$ cat src/rtl/fab_gpio_int_ctrl_if.sv
// Register bus between the MSS-side master and the GPIO/interrupt controller.
// One-cycle write strobe, read strobe with registered read data.
interface fab_gpio_int_ctrl_if;
  logic        REG_WE;
  logic        REG_RE;
  logic [2:0]  REG_ADDR;
  logic [31:0] REG_WDATA;
  logic [31:0] REG_RDATA;

  modport master (
    output REG_WE,
    output REG_RE,
    output REG_ADDR,
    output REG_WDATA,
    input  REG_RDATA
  );

  modport slave (
    input  REG_WE,
    input  REG_RE,
    input  REG_ADDR,
    input  REG_WDATA,
    output REG_RDATA
  );
endinterface

$ cat src/rtl/fab_gpio_int_ctrl.sv
// Fabric GPIO/interrupt controller: synchronise + debounce pin inputs, detect
// per-channel events into W1C status, fold enabled status onto interrupt lines.
module fab_gpio_int_ctrl #(
  parameter int NUM_CH       = 2,
  parameter int NUM_INT      = 2,
  parameter int DEBOUNCE_CYC = 4
) (
  input  logic                FAB_CCC_GL0,
  input  logic                FAB_RESET_N,
  input  logic [NUM_CH-1:0]   GPIO_IN,
  fab_gpio_int_ctrl_if.slave  reg_bus,
  output logic [NUM_CH-1:0]   GPIO_OUT,
  output logic [NUM_INT-1:0]  INT
);

  localparam int CW = $clog2(DEBOUNCE_CYC + 1);
  localparam logic [CW-1:0] CNT_LAST = CW'(DEBOUNCE_CYC - 1);

  localparam logic [2:0] A_IE      = 3'd0;
  localparam logic [2:0] A_MODE_LO = 3'd1;
  localparam logic [2:0] A_MODE_HI = 3'd2;
  localparam logic [2:0] A_STATUS  = 3'd3;
  localparam logic [2:0] A_VAL     = 3'd4;
  localparam logic [2:0] A_OUT     = 3'd5;

  logic [NUM_CH-1:0]  sync_1, sync_2;
  logic [NUM_CH-1:0]  filt, filt_d;
  logic [CW-1:0]      cnt [NUM_CH];
  logic [NUM_CH-1:0]  ie, mode_lo, mode_hi, status, out_q;
  logic [NUM_INT-1:0] int_q;

  logic [NUM_CH-1:0]  evt, w1c, status_nxt, wr_data, rd_sel;
  logic [NUM_INT-1:0] int_nxt;
  logic [31:0]        rd_word;

  assign wr_data  = reg_bus.REG_WDATA[NUM_CH-1:0];
  assign GPIO_OUT = out_q;
  assign INT      = int_q;

  // Events compare the filtered value against its one-cycle-old copy.
  always_comb begin
    evt = '0;
    for (int i = 0; i < NUM_CH; i++) begin
      case ({mode_hi[i], mode_lo[i]})
        2'b00:   evt[i] = filt[i] & ~filt_d[i];
        2'b01:   evt[i] = ~filt[i] & filt_d[i];
        2'b10:   evt[i] = filt[i] ^ filt_d[i];
        default: evt[i] = filt[i];
      endcase
    end
  end

  // A set event on the same edge as a W1C wins.
  always_comb begin
    w1c = '0;
    if (reg_bus.REG_WE && reg_bus.REG_ADDR == A_STATUS) w1c = wr_data;
    status_nxt = (status & ~w1c) | (evt & ie);
  end

  always_comb begin
    int_nxt = '0;
    for (int k = 0; k < NUM_INT; k++) begin
      for (int i = 0; i < NUM_CH; i++) begin
        if (i % NUM_INT == k) int_nxt[k] = int_nxt[k] | (status[i] & ie[i]);
      end
    end
  end

  always_comb begin
    case (reg_bus.REG_ADDR)
      A_IE:      rd_sel = ie;
      A_MODE_LO: rd_sel = mode_lo;
      A_MODE_HI: rd_sel = mode_hi;
      A_STATUS:  rd_sel = status;
      A_VAL:     rd_sel = filt;
      A_OUT:     rd_sel = out_q;
      default:   rd_sel = '0;
    endcase
    rd_word = '0;
    rd_word[NUM_CH-1:0] = rd_sel;
  end

  always_ff @(posedge FAB_CCC_GL0 or negedge FAB_RESET_N) begin
    if (!FAB_RESET_N) begin
      sync_1 <= '0;
      sync_2 <= '0;
      filt   <= '0;
      filt_d <= '0;
      for (int i = 0; i < NUM_CH; i++) cnt[i] <= '0;
    end else begin
      sync_1 <= GPIO_IN;
      sync_2 <= sync_1;
      filt_d <= filt;
      for (int i = 0; i < NUM_CH; i++) begin
        if (sync_2[i] != filt[i]) begin
          if (cnt[i] == CNT_LAST) begin
            filt[i] <= sync_2[i];
            cnt[i]  <= '0;
          end else begin
            cnt[i]  <= cnt[i] + CW'(1);
          end
        end else begin
          cnt[i] <= '0;
        end
      end
    end
  end

  always_ff @(posedge FAB_CCC_GL0 or negedge FAB_RESET_N) begin
    if (!FAB_RESET_N) begin
      ie                <= '0;
      mode_lo           <= '0;
      mode_hi           <= '0;
      status            <= '0;
      out_q             <= '0;
      int_q             <= '0;
      reg_bus.REG_RDATA <= '0;
    end else begin
      status <= status_nxt;
      int_q  <= int_nxt;
      if (reg_bus.REG_WE) begin
        case (reg_bus.REG_ADDR)
          A_IE:      ie      <= wr_data;
          A_MODE_LO: mode_lo <= wr_data;
          A_MODE_HI: mode_hi <= wr_data;
          A_OUT:     out_q   <= wr_data;
          default:   ;
        endcase
      end
      // Read mux sees pre-write register values when WE and RE coincide.
      if (reg_bus.REG_RE) reg_bus.REG_RDATA <= rd_word;
    end
  end

endmodule

$ cat src/flat_wrapper.sv
// flat-port wrapper written by rule: the top's interface ports become plain ports
module fab_gpio_int_ctrl_flat 
#(
  parameter int NUM_CH       = 2,
  parameter int NUM_INT      = 2,
  parameter int DEBOUNCE_CYC = 4
)
  (FAB_CCC_GL0, FAB_RESET_N, GPIO_IN, GPIO_OUT, INT, reg_bus_REG_WE, reg_bus_REG_RE, reg_bus_REG_ADDR, reg_bus_REG_WDATA, reg_bus_REG_RDATA);
  fab_gpio_int_ctrl_if reg_bus_i ();
  input  logic FAB_CCC_GL0;
  input  logic FAB_RESET_N;
  input  logic [NUM_CH-1:0] GPIO_IN;
  output logic [NUM_CH-1:0] GPIO_OUT;
  output logic [NUM_INT-1:0] INT;
  input wire logic [$bits(reg_bus_i.REG_WE)-1:0] reg_bus_REG_WE;
  input wire logic [$bits(reg_bus_i.REG_RE)-1:0] reg_bus_REG_RE;
  input wire logic [$bits(reg_bus_i.REG_ADDR)-1:0] reg_bus_REG_ADDR;
  input wire logic [$bits(reg_bus_i.REG_WDATA)-1:0] reg_bus_REG_WDATA;
  output wire logic [$bits(reg_bus_i.REG_RDATA)-1:0] reg_bus_REG_RDATA;
  assign reg_bus_i.REG_WE = reg_bus_REG_WE;
  assign reg_bus_i.REG_RE = reg_bus_REG_RE;
  assign reg_bus_i.REG_ADDR = reg_bus_REG_ADDR;
  assign reg_bus_i.REG_WDATA = reg_bus_REG_WDATA;
  assign reg_bus_REG_RDATA = reg_bus_i.REG_RDATA;
  fab_gpio_int_ctrl #(.NUM_CH(NUM_CH), .NUM_INT(NUM_INT), .DEBOUNCE_CYC(DEBOUNCE_CYC)) u_core (.FAB_CCC_GL0(FAB_CCC_GL0), .FAB_RESET_N(FAB_RESET_N), .GPIO_IN(GPIO_IN), .reg_bus(reg_bus_i), .GPIO_OUT(GPIO_OUT), .INT(INT));
endmodule
$ cat config.mk
export PLATFORM = sky130hd
export DESIGN_NAME = fab_gpio_int_ctrl_flat
export DESIGN_NICKNAME = d
export VERILOG_FILES = /design/src/rtl/fab_gpio_int_ctrl_if.sv /design/src/rtl/fab_gpio_int_ctrl.sv /design/src/flat_wrapper.sv
export SDC_FILE = /design/constraint.sdc
export NUM_CORES = 1
export LEC_CHECK = 0
export BUFFER_PORTS_ARGS = -buffer_cell sky130_fd_sc_hd__buf_2
export CAP_MARGIN = 20
export CORE_MARGIN = 5
export CORE_UTILIZATION = 45
export DETAILED_ROUTE_END_ITERATION = 7
export PLACE_DENSITY = 0.79
export SYNTH_ARGS = -nofsm -noshare
export SYNTH_HDL_FRONTEND = slang
export SYNTH_SLANG_ARGS = --single-unit
$ cat constraint.sdc
create_clock -name FAB_CCC_GL0 -period 2 [get_ports FAB_CCC_GL0]
set_input_delay 0.1 -clock FAB_CCC_GL0 [delete_from_list [all_inputs] [get_ports FAB_CCC_GL0]]
set_output_delay 0.1 -clock FAB_CCC_GL0 [all_outputs]
set_load 0.005 [all_outputs]
# Word level (Yosys, flattened, before mapping)
# Index checks and enable logic that the tools add are counted.
dict set report totals {
  reg_bits 28
  ram_bits 0
  mem_count 0
  romBits 0
  latchBits 0
  out_inout_bits 36
  elab_cells 63
}
dict set report classes {
  mux 8
  n_reduce_logical 10
  add_sub_neg 2
  bitwise 16
  n_mul 0
  n_div 0
  n_shift 0
  eq_ne 13
  magnitude_cmp 0
}
# op count
set ops {}
lappend ops {{3-bit by 2-bit == test with 1-bit output, second input constant} 4}
lappend ops {{3-bit two-way mux} 4}
lappend ops {{2-bit case mux with 6 select lines} 1}
lappend ops {{2-bit AND reduction} 6}
lappend ops {{3-bit by 1-bit adder with 3-bit output, second input constant} 2}
lappend ops {{1-bit bitwise AND} 6}
lappend ops {{3-bit == test, second input constant} 2}
lappend ops {{1-bit case mux with 3 select lines} 2}
lappend ops {{2-bit bitwise AND} 2}
lappend ops {{2-bit by 1-bit == test with 1-bit output, second input constant} 2}
lappend ops {{2-bit == test, second input constant} 2}
lappend ops {{2-bit zero test} 2}
lappend ops {{1-bit NOT} 4}
lappend ops {{3-bit by 1-bit == test with 1-bit output, second input constant} 1}
lappend ops {{3-bit zero test} 1}
lappend ops {{2-bit two-way mux} 1}
lappend ops {{1-bit inequality test} 2}
lappend ops {{2-bit NOT} 1}
lappend ops {{2-bit OR} 1}
lappend ops {{1-bit XOR} 2}
lappend ops {{1-bit logical AND} 1}

# Depth between registers and ports, before layout
dict set report logic_depth {
  word_depth 6
  mapped_depth 5
  mapped_depth_nobuf 5
}

# Worst setup path after synthesis
# No wires, ideal clock.
dict set report synth_timing {
  path_type {flip-flop to flip-flop}
  from {register u_core.filt[1]}
  to {register u_core.status[1]}
  path_buffers 0
  arrival_ns 1.363
  stages_incl_launch_ff 5
  setup_slack_ns 0.516
  cell_sequence {dfrtp_1 > ha_1 > inv_1 > mux4_2 > a22o_1}
}
dict set report synth_between {
  elab_chain_len 5
  word_cells_on_any_way 7
  classes_between {mux: 1; bitwise: 6}
}
# item line
set synth_lines {}
lappend synth_lines {{from (decl)} fab_gpio_int_ctrl.sv:27} ;# logic [NUM_CH-1:0] filt, filt_d;
lappend synth_lines {{from (signal, indexed assignment)} fab_gpio_int_ctrl.sv:97} ;# filt[i] <= sync_2[i];
lappend synth_lines {{1-bit NOT} fab_gpio_int_ctrl.sv:46} ;# 2'b01: evt[i] = ~filt[i] & filt_d[i];
lappend synth_lines {{1-bit bitwise AND} fab_gpio_int_ctrl.sv:46}
lappend synth_lines {{1-bit case mux with 3 select lines *} fab_gpio_int_ctrl.sv:44} ;# case ({mode_hi[i], mode_lo[i]})
lappend synth_lines {{2-bit bitwise AND *} fab_gpio_int_ctrl.sv:57} ;# status_nxt = (status & ~w1c) | (evt & ie);
lappend synth_lines {{2-bit OR *} fab_gpio_int_ctrl.sv:57}
lappend synth_lines {{named net u_core.status_nxt[1]} fab_gpio_int_ctrl.sv:32} ;# logic [NUM_CH-1:0] evt, w1c, status_nxt, wr_data, rd_sel;
lappend synth_lines {{to (signal assigned)} fab_gpio_int_ctrl.sv:119} ;# status <= status_nxt;
lappend synth_lines {{to (decl)} fab_gpio_int_ctrl.sv:29} ;# logic [NUM_CH-1:0] ie, mode_lo, mode_hi, status, out_q;
# Mark *: on every way through the listed nets, which the timed path passes. The rest lies on a longest branch.
# A chain may end at the register's enable or synchronous reset.

# Final worst setup path
# Same ends and word-level chain as after synthesis.

==> qor.csv <==
stage,metric,value,unit
floorplan,Die X,67.7,um
sta,Max Fclk,633,MHz
floorplan,Initial Util,0.456,
run_status,status,finished clean,
critical_path,required time of the critical path,2.23,ns
worst_hold_path,HP Class,input port to flip-flop,
synthesis,Mapped Area,1500,sq um
cells_and_area,Antenna Diode Count,0,
synthesis,"EDFF count, synth",0,
clocking,worst skew pair latency,0.32,ns
route,Detailed Routing Iterations Pass 1,2,
cells_and_area,layout cells sized above 1,0.174,
sta,"Worst Setup Slack, final",0.421,ns
sta,RSZ-0062 raised after global routing,no,
clocking,CTS root buf,clkbuf_4,
sta,Hold Worst Slack,0.0380,ns
synthesis,Synth Area in Compound Gates,0.0434,
clocking,maximum clock path buffer count,2,
critical_path,slowest library cell on the worst path,dfrtp_1,
synthesis,Post-Synth Adder-Cell Area,0.0501,
critical_path,Max stage delay on crit path,0.48,ns
synthesis,Post-Syn Instances,125,
floorplan,standard-cell rows,21,
synthesis,leading register cell type out of synthesis,dfrtp_1,
synthesis,simple-gate share of the synthesized area,0.110,
clocking,post-CTS sizing,0,
floorplan,Core Area,3280,sq um
cells_and_area,Nets,192,
cells_and_area,post-route cell area,1560,sq um
sta,Tcrit/Tclk final,0.789,
placement,total placed instance area,1490,sq um
critical_path,arrival time at the worst endpoint,1.81,ns
cells_and_area,Post-Layout Cell Count,190,
clocking,CTS Buf Count,3,
critical_path,Top delay family on crit path,flip-flops,
critical_path,"Critical Path, Cell by Cell",ha_1 -> inv_1 -> mux4_2 -> a22o_1,
sta,relative slew slack,0.602,
worst_hold_path,hold endpoint,u_core.reg_bus.REG_RDATA[1],
global_routing,vias in the first global route,817,
sta,final setup skew,0.00668,ns
clocking,TritonCTS clock tree,done,
clocking,"CTS clk-pin slew, worst paths",0.14,ns
route,wire per inst,11.5,um
global_routing,All-Layer GR Usage,0.102,
global_routing,GRT overflow,0,
critical_path,Reg-to-Reg Start,u_core.filt[1],
synthesis,sequential fraction of the synthesis area,0.468,
sta,Slew Limit Fails,0,
synthesis,Yosys top cell area share,0.468,
clocking,setup repair bufs after CTS,0,
global_routing,first-pass GRT wire length,3550,um
critical_path,register-to-register setup slack,0.42,ns
worst_hold_path,number of cells on the worst hold path,2,
cells_and_area,Reg area,701,sq um
sta,pin slew with the least headroom to its limit,0.597,ns
pwr,leakage,0.770,nW
critical_path,path depth of the worst reg2reg path,4,
sta,Setup TNS,0,ns
cells_and_area,"most common cell after layout, fill and taps aside",conb_1,
route,Vias,855,
critical_path,CP Launch Type,flip-flop,
placement,placed cells,183,
floorplan,I/O pin total,77,
synthesis,dominant cells by area after synthesis,"dfrtp_1 47%, buf_4 15%, mux2_1 6.0%",
synthesis,"area leader, netlist",dfrtp_1,
pwr,worst IR drop on VDD,0.480,mV
sta,endpoints failing setup,0,
synthesis,multiplexer area fraction after synthesis,0.130,
route,vias per inst,4.50,
synthesis,Synth Area in XOR/XNOR,0.0117,
route,Initial DRC Count,80,
synthesis,synth unique cells,29,
worst_hold_path,Hold Path Origin,reg_bus_REG_RE,
floorplan,Die Span Y,67.7,um
critical_path,Worst Setup End Kind,flip-flop,
sta,count of final hold-check violations,0,
global_routing,largest net degree at the start of global routing,29,
cells_and_area,most frequent cells in the layout,"30 x conb_1, 28 x dfrtp_1, 16 x buf_2",
synthesis,largest family of logic cells by synthesized area,buffers and inverters,
clocking,H-tree depth,1,
floorplan,Die ar.,4580,sq um
critical_path,Setup CP Type,flip-flop to flip-flop,
placement,HPWL Detailed,1720,um
sta,minimum clock period,1.58,ns
synthesis,register bit total from synthesis,28,
placement,RD Place Congestion,0.826,
placement,quantity of I/O buffers inserted on ports,16,
synthesis,Mean Syn Cell Area,12.0,sq um
critical_path,worst r2r dst,u_core.status[1],
pwr,Power Density,958,nW/um^2
global_routing,initial antenna violation count,0,
critical_path,Worst Path Buf+Inv,1,
route,WL final,2190,um
run,max_cap viols,0,
clocking,hold_buf cts,3,
synthesis,warnings from Yosys,0,
cells_and_area,Syn-to-layout area delta,4.01,%
clocking,Clock Sinks,28,
route,Routed Antenna Nets,0,
cells_and_area,area of the multi-input gates,631,sq um
route,number of remaining DRC errors,0,
critical_path,CP max FO,6,
placement,pre-CTS setup slack,0.439,ns
cells_and_area,number of fill cells,304,
synthesis,share of flip-flops with an asynchronous set or reset,1.00,
==> cell families after synthesis <==
family,count (synthesis)
AO/OA/AOI/OAI,9
other,1
XOR/XNOR,2
AND/OR/NAND/NOR,24
multiplexers,16
adder cells (fa/ha/maj),6
buffers and inverters,39
flip-flops,28
==> final cells by class <==
class,instances,share of cell area
clock buffers,4,0.0233
inverters,6,0.0145
multi-input cells,87,0.405
flip-flops and latches,28,0.450
well taps,46,0.0369
repair buffers,19,0.0707
==> where the power goes <==
group / switching (W) / internal, W
clock network: 0.000156 / 0.000111
registers: 0.000110 / 0.000711
logic: 0.000183 / 0.000221
==> worst max path at each step <==
| stage | end | cells after the start | from |
|---|---|---|---|
| 3_3_place_gp | u_core.status[1] | 4 | u_core.filt[1] |
| 2_1_floorplan | u_core.status[1] | 4 | u_core.filt[1] |
| 5_1_grt | u_core.status[0] | 4 | u_core.filt[0] |
| 3_5_place_dp | u_core.status[1] | 4 | u_core.filt[1] |
| 6_report | u_core.status[1] | 4 | u_core.filt[1] |
| 4_1_cts | u_core.status[1] | 4 | u_core.filt[1] |
==> Yosys cell counts, drive strengths merged (3+ instances only) <==
master,instances
o21ai,3
mux2i,6
inv,6
nor3b,6
nor2b,3
buf,33
ha,6
mux2,8
nand2b,3
dfrtp,28
nor3,4
==> through the flow <==
step / utilization / power (W)
after floorplan: - / 0.00115
after global placement: 0.454 / 0.00121
after detailed placement: 0.454 / 0.00124
after CTS: 0.474 / 0.00152
after global routing: 0.474 / 0.00164
final: 0.474 / 0.00149
==> worst reg2reg max path, stage by stage, from the launching register on <==
cell	delay, ns
dfrtp_1	0.48
ha_1	0.30
inv_1	0.03
mux4_2	0.43
a22o_1	0.24
==> routing by layer <==
layer	part of all wire	GRT usage	vias up	routed length (um)
met1	0.44	0.132	415	964
met4	0	0.0304	0	0
met5	0	0	-	0
li1	-	-	407	-
met2	0.46	0.170	33	1020
met3	0.094	0.0216	0	207
==> flip-flops by register name (all words and copies together), names as in the netlist <==
signal / flops
u_core.cnt: 6
u_core.ie: 2
u_core.mode_lo: 2
u_core.reg_bus.REG_RDATA: 2
u_core.sync_2: 2
u_core.sync_1: 2
u_core.mode_hi: 2
u_core.GPIO_OUT: 2
u_core.filt: 2
u_core.status: 2
u_core.INT: 2
u_core.filt_d: 2
No activity file was read; power rests on OpenSTA's default activity.
